<file path="config.mk">
export PLATFORM = sky130hd
export DESIGN_NAME = ddr_frame_reader_flat
export DESIGN_NICKNAME = d
export VERILOG_FILES = /design/src/rtl/ddr_frame_reader_pkg.sv /design/src/rtl/ddr_frame_reader_if.sv /design/src/rtl/ddr_frame_reader.sv /design/src/flat_wrapper.sv
export SDC_FILE = /design/constraint.sdc
export NUM_CORES = 1
export LEC_CHECK = 0
export CAP_MARGIN = 25
export CORE_ASPECT_RATIO = 0.6
export CORE_MARGIN = 2
export CORE_UTILIZATION = 46
export DETAILED_ROUTE_END_ITERATION = 7
export PLACE_DENSITY = 0.87
export SYNTH_ARGS = -nofsm -noshare
export SYNTH_HDL_FRONTEND = slang
export SYNTH_SLANG_ARGS = --single-unit
</file>
<file path="constraint.sdc">
create_clock -name sclk -period 2.8 [get_ports sclk]
set_input_delay 0.28 -clock sclk [delete_from_list [all_inputs] [get_ports sclk]]
set_output_delay 0.28 -clock sclk [all_outputs]
set_load 0.03 [all_outputs]
</file>
<file path="src/rtl/ddr_frame_reader_pkg.sv">
// Shared types and constants for the DDR frame reader: FSM encoding, read command code,
// per-command address step and data width.
package ddr_frame_reader_pkg;

    typedef enum logic [2:0] {
        IDLE,
        ARB,
        CMD,
        DATA,
        DONE
    } rd_state_t;

    localparam logic [2:0]  RD_CMD    = 3'b001;
    localparam int unsigned ADDR_STEP = 8;
    localparam int unsigned DATA_W    = 128;

endpackage

</file>
<file path="src/rtl/ddr_frame_reader_if.sv">
// Arbiter, memory-controller and display-side signals of the frame reader.
// The master modport is the reader itself; slave is the surrounding system.
interface ddr_frame_reader_if
    import ddr_frame_reader_pkg::*;
#(
    parameter int unsigned ADDR_W = 28
) ();

    logic              rd_start;
    logic              rd_req;
    logic              rd_grant;
    logic              app_en;
    logic [2:0]        app_cmd;
    logic [ADDR_W-1:0] app_addr;
    logic              app_rdy;
    logic [DATA_W-1:0] app_rd_data;
    logic              app_rd_data_valid;
    logic [DATA_W-1:0] rd_data;
    logic              rd_data_valid;
    logic              user_rd_end;
    logic              frame_end;

    modport master (
        input  rd_start, rd_grant, app_rdy, app_rd_data, app_rd_data_valid,
        output rd_req, app_en, app_cmd, app_addr, rd_data, rd_data_valid,
               user_rd_end, frame_end
    );

    modport slave (
        output rd_start, rd_grant, app_rdy, app_rd_data, app_rd_data_valid,
        input  rd_req, app_en, app_cmd, app_addr, rd_data, rd_data_valid,
               user_rd_end, frame_end
    );

endinterface

</file>
<file path="src/rtl/ddr_frame_reader.sv">
// Reads a frame from DDR in BURST_LEN-word bursts, wrapping at the frame end; read data is
// forwarded with 1-cycle latency, commands hold while app_rdy is low, one request can queue.
module ddr_frame_reader
    import ddr_frame_reader_pkg::*;
#(
    parameter int unsigned BURST_LEN   = 64,
    parameter int unsigned FRAME_WORDS = 172800,
    parameter int unsigned FRAME_BASE  = 0,
    parameter int unsigned ADDR_W      = 28
) (
    input  logic               sclk,
    input  logic               rst,
    ddr_frame_reader_if.master bus
);

    localparam int CNT_W = $clog2(BURST_LEN + 1);
    localparam int IDX_W = (FRAME_WORDS > 1) ? $clog2(FRAME_WORDS) : 1;

    localparam logic [ADDR_W-1:0] BASE     = ADDR_W'(FRAME_BASE);
    localparam logic [ADDR_W-1:0] STEP     = ADDR_W'(ADDR_STEP);
    localparam logic [CNT_W-1:0]  CNT_LAST = CNT_W'(BURST_LEN - 1);
    localparam logic [CNT_W-1:0]  CNT_FULL = CNT_W'(BURST_LEN);
    localparam logic [IDX_W-1:0]  IDX_LAST = IDX_W'(FRAME_WORDS - 1);

    rd_state_t         state, state_nxt;
    logic              pending;
    logic [CNT_W-1:0]  cmd_cnt;
    logic [CNT_W-1:0]  data_cnt;
    logic [IDX_W-1:0]  word_idx;
    logic [ADDR_W-1:0] addr;
    logic              frame_hit;
    logic [DATA_W-1:0] rd_data_q;
    logic              rd_data_valid_q;

    logic cmd_acc;
    logic enter_arb;
    logic fwd;
    logic data_in;

    assign cmd_acc   = (state == CMD) && bus.app_rdy;
    assign enter_arb = (state == IDLE) && (bus.rd_start || pending);
    assign data_in   = bus.app_rd_data_valid && (state inside {CMD, DATA});
    // Gate on the next state too, so a stray valid in the final DATA cycle never leaks into DONE.
    assign fwd       = (state inside {ARB, CMD, DATA}) && (state_nxt inside {ARB, CMD, DATA});

    always_comb begin
        state_nxt = state;
        case (state)
            IDLE: if (bus.rd_start || pending) state_nxt = ARB;
            ARB:  if (bus.rd_grant) state_nxt = CMD;
            CMD: begin
                if (data_cnt == CNT_FULL) state_nxt = DONE;
                else if (cmd_acc && (cmd_cnt == CNT_LAST)) state_nxt = DATA;
            end
            DATA: if (data_cnt == CNT_FULL) state_nxt = DONE;
            DONE: state_nxt = IDLE;
            default: state_nxt = IDLE;
        endcase
    end

    always_ff @(posedge sclk) begin
        if (rst) begin
            state           <= IDLE;
            pending         <= 1'b0;
            cmd_cnt         <= '0;
            data_cnt        <= '0;
            word_idx        <= '0;
            addr            <= BASE;
            frame_hit       <= 1'b0;
            rd_data_q       <= '0;
            rd_data_valid_q <= 1'b0;
        end else begin
            state <= state_nxt;

            if (enter_arb) pending <= 1'b0;
            else if (bus.rd_start && (state != IDLE)) pending <= 1'b1;

            if (enter_arb) begin
                cmd_cnt   <= '0;
                data_cnt  <= '0;
                frame_hit <= 1'b0;
            end else begin
                if (cmd_acc) cmd_cnt <= cmd_cnt + CNT_W'(1);
                if (data_in && (data_cnt != CNT_FULL)) data_cnt <= data_cnt + CNT_W'(1);
                if (cmd_acc && (word_idx == IDX_LAST)) frame_hit <= 1'b1;
            end

            // The word index, not the address, decides the wrap back to the frame base.
            if (cmd_acc) begin
                if (word_idx == IDX_LAST) begin
                    word_idx <= '0;
                    addr     <= BASE;
                end else begin
                    word_idx <= word_idx + IDX_W'(1);
                    addr     <= addr + STEP;
                end
            end

            rd_data_valid_q <= fwd && bus.app_rd_data_valid;
            if (fwd) rd_data_q <= bus.app_rd_data;
        end
    end

    assign bus.rd_req        = (state != IDLE);
    assign bus.app_en        = (state == CMD);
    assign bus.app_cmd       = RD_CMD;
    assign bus.app_addr      = addr;
    assign bus.rd_data       = rd_data_q;
    assign bus.rd_data_valid = rd_data_valid_q;
    assign bus.user_rd_end   = (state == DONE);
    assign bus.frame_end     = (state == DONE) && frame_hit;

endmodule

</file>
<file path="src/flat_wrapper.sv">
// flat-port wrapper written by rule: the top's interface ports become plain ports
module ddr_frame_reader_flat import ddr_frame_reader_pkg::*;
#(
    parameter int unsigned BURST_LEN   = 64,
    parameter int unsigned FRAME_WORDS = 172800,
    parameter int unsigned FRAME_BASE  = 0,
    parameter int unsigned ADDR_W      = 28
)
  (sclk, rst, bus_rd_start, bus_rd_grant, bus_app_rdy, bus_app_rd_data, bus_app_rd_data_valid, bus_rd_req, bus_app_en, bus_app_cmd, bus_app_addr, bus_rd_data, bus_rd_data_valid, bus_user_rd_end, bus_frame_end);
  ddr_frame_reader_if #(.ADDR_W(ADDR_W)) bus_i ();
  input  logic sclk;
  input  logic rst;
  input wire logic [$bits(bus_i.rd_start)-1:0] bus_rd_start;
  input wire logic [$bits(bus_i.rd_grant)-1:0] bus_rd_grant;
  input wire logic [$bits(bus_i.app_rdy)-1:0] bus_app_rdy;
  input wire logic [$bits(bus_i.app_rd_data)-1:0] bus_app_rd_data;
  input wire logic [$bits(bus_i.app_rd_data_valid)-1:0] bus_app_rd_data_valid;
  output wire logic [$bits(bus_i.rd_req)-1:0] bus_rd_req;
  output wire logic [$bits(bus_i.app_en)-1:0] bus_app_en;
  output wire logic [$bits(bus_i.app_cmd)-1:0] bus_app_cmd;
  output wire logic [$bits(bus_i.app_addr)-1:0] bus_app_addr;
  output wire logic [$bits(bus_i.rd_data)-1:0] bus_rd_data;
  output wire logic [$bits(bus_i.rd_data_valid)-1:0] bus_rd_data_valid;
  output wire logic [$bits(bus_i.user_rd_end)-1:0] bus_user_rd_end;
  output wire logic [$bits(bus_i.frame_end)-1:0] bus_frame_end;
  assign bus_i.rd_start = bus_rd_start;
  assign bus_i.rd_grant = bus_rd_grant;
  assign bus_i.app_rdy = bus_app_rdy;
  assign bus_i.app_rd_data = bus_app_rd_data;
  assign bus_i.app_rd_data_valid = bus_app_rd_data_valid;
  assign bus_rd_req = bus_i.rd_req;
  assign bus_app_en = bus_i.app_en;
  assign bus_app_cmd = bus_i.app_cmd;
  assign bus_app_addr = bus_i.app_addr;
  assign bus_rd_data = bus_i.rd_data;
  assign bus_rd_data_valid = bus_i.rd_data_valid;
  assign bus_user_rd_end = bus_i.user_rd_end;
  assign bus_frame_end = bus_i.frame_end;
  ddr_frame_reader #(.BURST_LEN(BURST_LEN), .FRAME_WORDS(FRAME_WORDS), .FRAME_BASE(FRAME_BASE), .ADDR_W(ADDR_W)) u_core (.sclk(sclk), .rst(rst), .bus(bus_i));
endmodule
</file>
==> metrics.md <==
| Metric | Value |
|---|---|
| Compound-Gate Fraction of Synth Area | 0.1086 |
| Startpoint Class | flip-flop |
| Setup violators final | 0 |
| Leakage | between 3 and 4 nW |
| Yosys reg bits | about 190 |
| DP Worst Slack | around 0.46 ns |
| Cell area after synthesis | 7316 um2 |
| Fillers | between 1000 and 1500 |
| Placed cell area | 10420 um2 |
| Largest fanout on the critical path | 12 |
| ANT nets after route | 0 |
| Syn Inst Count | approximately 900 |
| Post-Synth Simple-Gate Area | 0.2572 |
| Via Count | a little under 7000 |
| Max Root-Sink Buffers | 2 |
| Critical path capture point type | output pin |
| Routed len/inst | around 16 um |
| Top_reg_cell synth | dfxtp_1 |
| Fmax | about 0.41 GHz |
| Area of the die | about 17000 um2 |
| Vias/cell | 5.007 |
| Largest net degree at the start of global routing | 58 |
| Clock root cell | clkbuf_16 |
| FP Rows | 35 |
| Hold Fails Final Rpt | 0 |
| Nets | roughly 1300 |
| Setup WS post-layout | 0.3844 ns |
| Slew Viols, Final | 0 |
| Slew at the pin closest to its max-slew limit | 0.7735 ns |
| Placer Congestion | 0.8316 |
| Yosys warnings | 0 |
| Clock latency on the worst-skew pair | 0.41 ns |
| Period utilisation layout | 0.8627 |
| Number of global-route vias before repair | roughly 6600 |
| Synth Area in XOR/XNOR | 0.05268 |
| Initial Utilization | 0.4732 |
| Maxcap violations | 0 |
| Max-slew headroom | 0.4827 |
| Worst Path Class, Setup | flip-flop to output pin |
| Sequential share of the synthesized area | 0.5227 |
| Top Ports | 298 |
| CTS buffer count | 17 |
| CTS clk-pin slew, worst paths | 0.08 ns |
| Worst min-delay path class | input pin to flip-flop |
| Status | finished, final reports clean |
| Die Y | 101.7 um |
| Post_cts resized | 0 |
| Share of cells above drive strength 1 | 0.05089 |
| P per Cell Area | 629.5 nW/um2 |
| # H-tree levels | 4 |
| Final min period | 2.416 ns |
| Setup TNS | 0 ns |
| Post-DP HPWL | 15960 um |
| Req. time, crit path | 2.52 ns |
| Area Overhead vs Synth | 50.35% |
| Ys async rst share | 0 |
| Adder-cell share of the synthesized area | 0.008551 |
| Post-synthesis mux area share | 0.005473 |
| EDFF count, synth | 0 |
| Total grt overflow | 0 |
| Largest family of logic cells by synthesized area | simple AND/OR/NAND/NOR gates |
| First-pass GRT wire length | 33630 um |
| CTS Sinks | 191 |
| IR drop worst, VDD | between 0.3 and 0.4 mV |
| Initial DRC Count | 491 |
| Total track usage | 0.2466 |
| Power Total | 6.924 mW |
| Initial antenna violation count | 0 |
| Skew final | ~0.015 ns |
| RSZ-0062 raised after global routing | false |
| Core Box Area | ~15000 um2 |
| Final wirelength | 21710 um |
| DR DRC count | 0 |
| Post-synthesis cell type count | 51 |
| Hold-fix buffers, CTS | 0 |
| Final hold slack | approximately 0.31 ns |
| Yosys top cell area share | 0.5227 |
| CTS tree | yes |
| # diodes | 0 |
| Chip Width | 166.8 um |
| Port bufs | around 290 |
| Largest cells by area after synthesis | dfxtp_1 52%, nand2_1 14%, a21oi_1 9.2% |
| CP arrival | 2.14 ns |
| Final Cell Area | 11000 um2 |
| Area leader, netlist | dfxtp_1 |
| Mapped Avg Cell Area | 8.165 um2 |
| First-pass detailed-route iteration total | 5 |
| Setup fix buffers added after clock tree synthesis | 0 |
-- state kept, by name, summed over array words and instances (netlist names) --
register and count:
u_core.data_cnt 7, u_core.word_idx 18, u_core.bus.rd_data 128, u_core.frame_hit 1, u_core.state 3, u_core.bus.app_addr 25
u_core.cmd_cnt 7, u_core.pending 1, u_core.bus.rd_data_valid 1
-- logic make-up after synthesis --
logic type | after synthesis
multiplexers | 4
other | 2
adder cells (fa/ha/maj) | 5
AO/OA/AOI/OAI | 151
XOR/XNOR | 44
AND/OR/NAND/NOR | 431
flip-flops | 191
buffers and inverters | 68
-- cells in the final DEF, fill, tap and decap left out, types with 3 or more instances in the layout --
cell / n
nor2_1: 63
nand4_1: 14
nor2b_1: 4
and2_1: 3
a21oi_1: 135
nand3_1: 15
nand2b_1: 3
buf_4: 14
ha_1: 5
inv_1: 7
and3_1: 9
nor4_1: 7
xor2_1: 22
clkinv_4: 3
inv_8: 4
mux2i_1: 4
nor3_1: 13
xnor2_1: 22
clkdlybuf4s50_1: 290
o21ai_0: 3
or3_1: 4
nand2_1: 278
conb_1: 6
clkbuf_16: 17
dfxtp_1: 191
buf_12: 5
-- critical path: stages (launching register included) --
cell and delay [ns]:
dfxtp_1 0.44, nor2_1 0.38, and3_1 0.23, clkdlybuf4s50_1 0.68
-- where the power goes --
part	internal [mW]	switching, mW	leakage (nW)
combinational	0.656	0.888	2.15
clock	1.27	1.11	0.278
sequential	2.90	0.100	1.56
total	4.82	2.10	3.98
-- cells in the mapped netlist (all sizes together), types with 5 or more instances --
library cell / count
nand4: 15
nor3: 14
nor4: 8
a21oi: 135
xnor2: 22
o21ai: 5
dfxtp: 191
buf: 36
nor2: 64
and3: 9
nand2: 279
ha: 5
clkbuf: 25
inv: 7
xor2: 22
nand3: 16
-- layer usage --
metal	track usage	part of all wire	up-vias
li1	-	-	3479
met1	0.3272	0.44	3190
met2	0.4078	0.48	225
met3	0.05432	0.056	26
met4	0.07759	0.021	0
met5	0	0	-
-- cell type report --
class	instances	area, um2	share of cell area
Inverter	7	26.28	0.002389
Tap cell	203	254.0	0.02309
Multi-Input combinational cell	641	3208	0.2917
Clock buffer	18	429.2	0.03902
Sequential cell	191	3824	0.3476
Timing Repair Buffer	309	3108	0.2826
Clock inverter	13	150.1	0.01365
-- final timing paths --
kind              slack [ns]                                  end                                 from  cells after the start
setup / recovery        0.38                        bus_frame_end           u_core.state[1]$_SDFF_PP0_                      3
hold / removal          0.31  u_core.bus.rd_data[55]$_SDFFE_PP0P_                                  rst                      2
setup reg to reg        0.44  u_core.bus.rd_data[90]$_SDFFE_PP0P_      u_core.data_cnt[0]$_SDFFE_PP0P_                      8
hold reg to reg         0.45  u_core.bus.rd_data[73]$_SDFFE_PP0P_  u_core.bus.rd_data[73]$_SDFFE_PP0P_                      2
-- stage by stage --
stage	std cells	utilization
after global routing	1382	0.7115
after CTS	1382	0.7115
after detailed placement	1351	0.6741
final	1382	0.7115
after global placement	1351	0.6741
after floorplan	900	-
No activity file was read; power rests on OpenSTA's default activity.
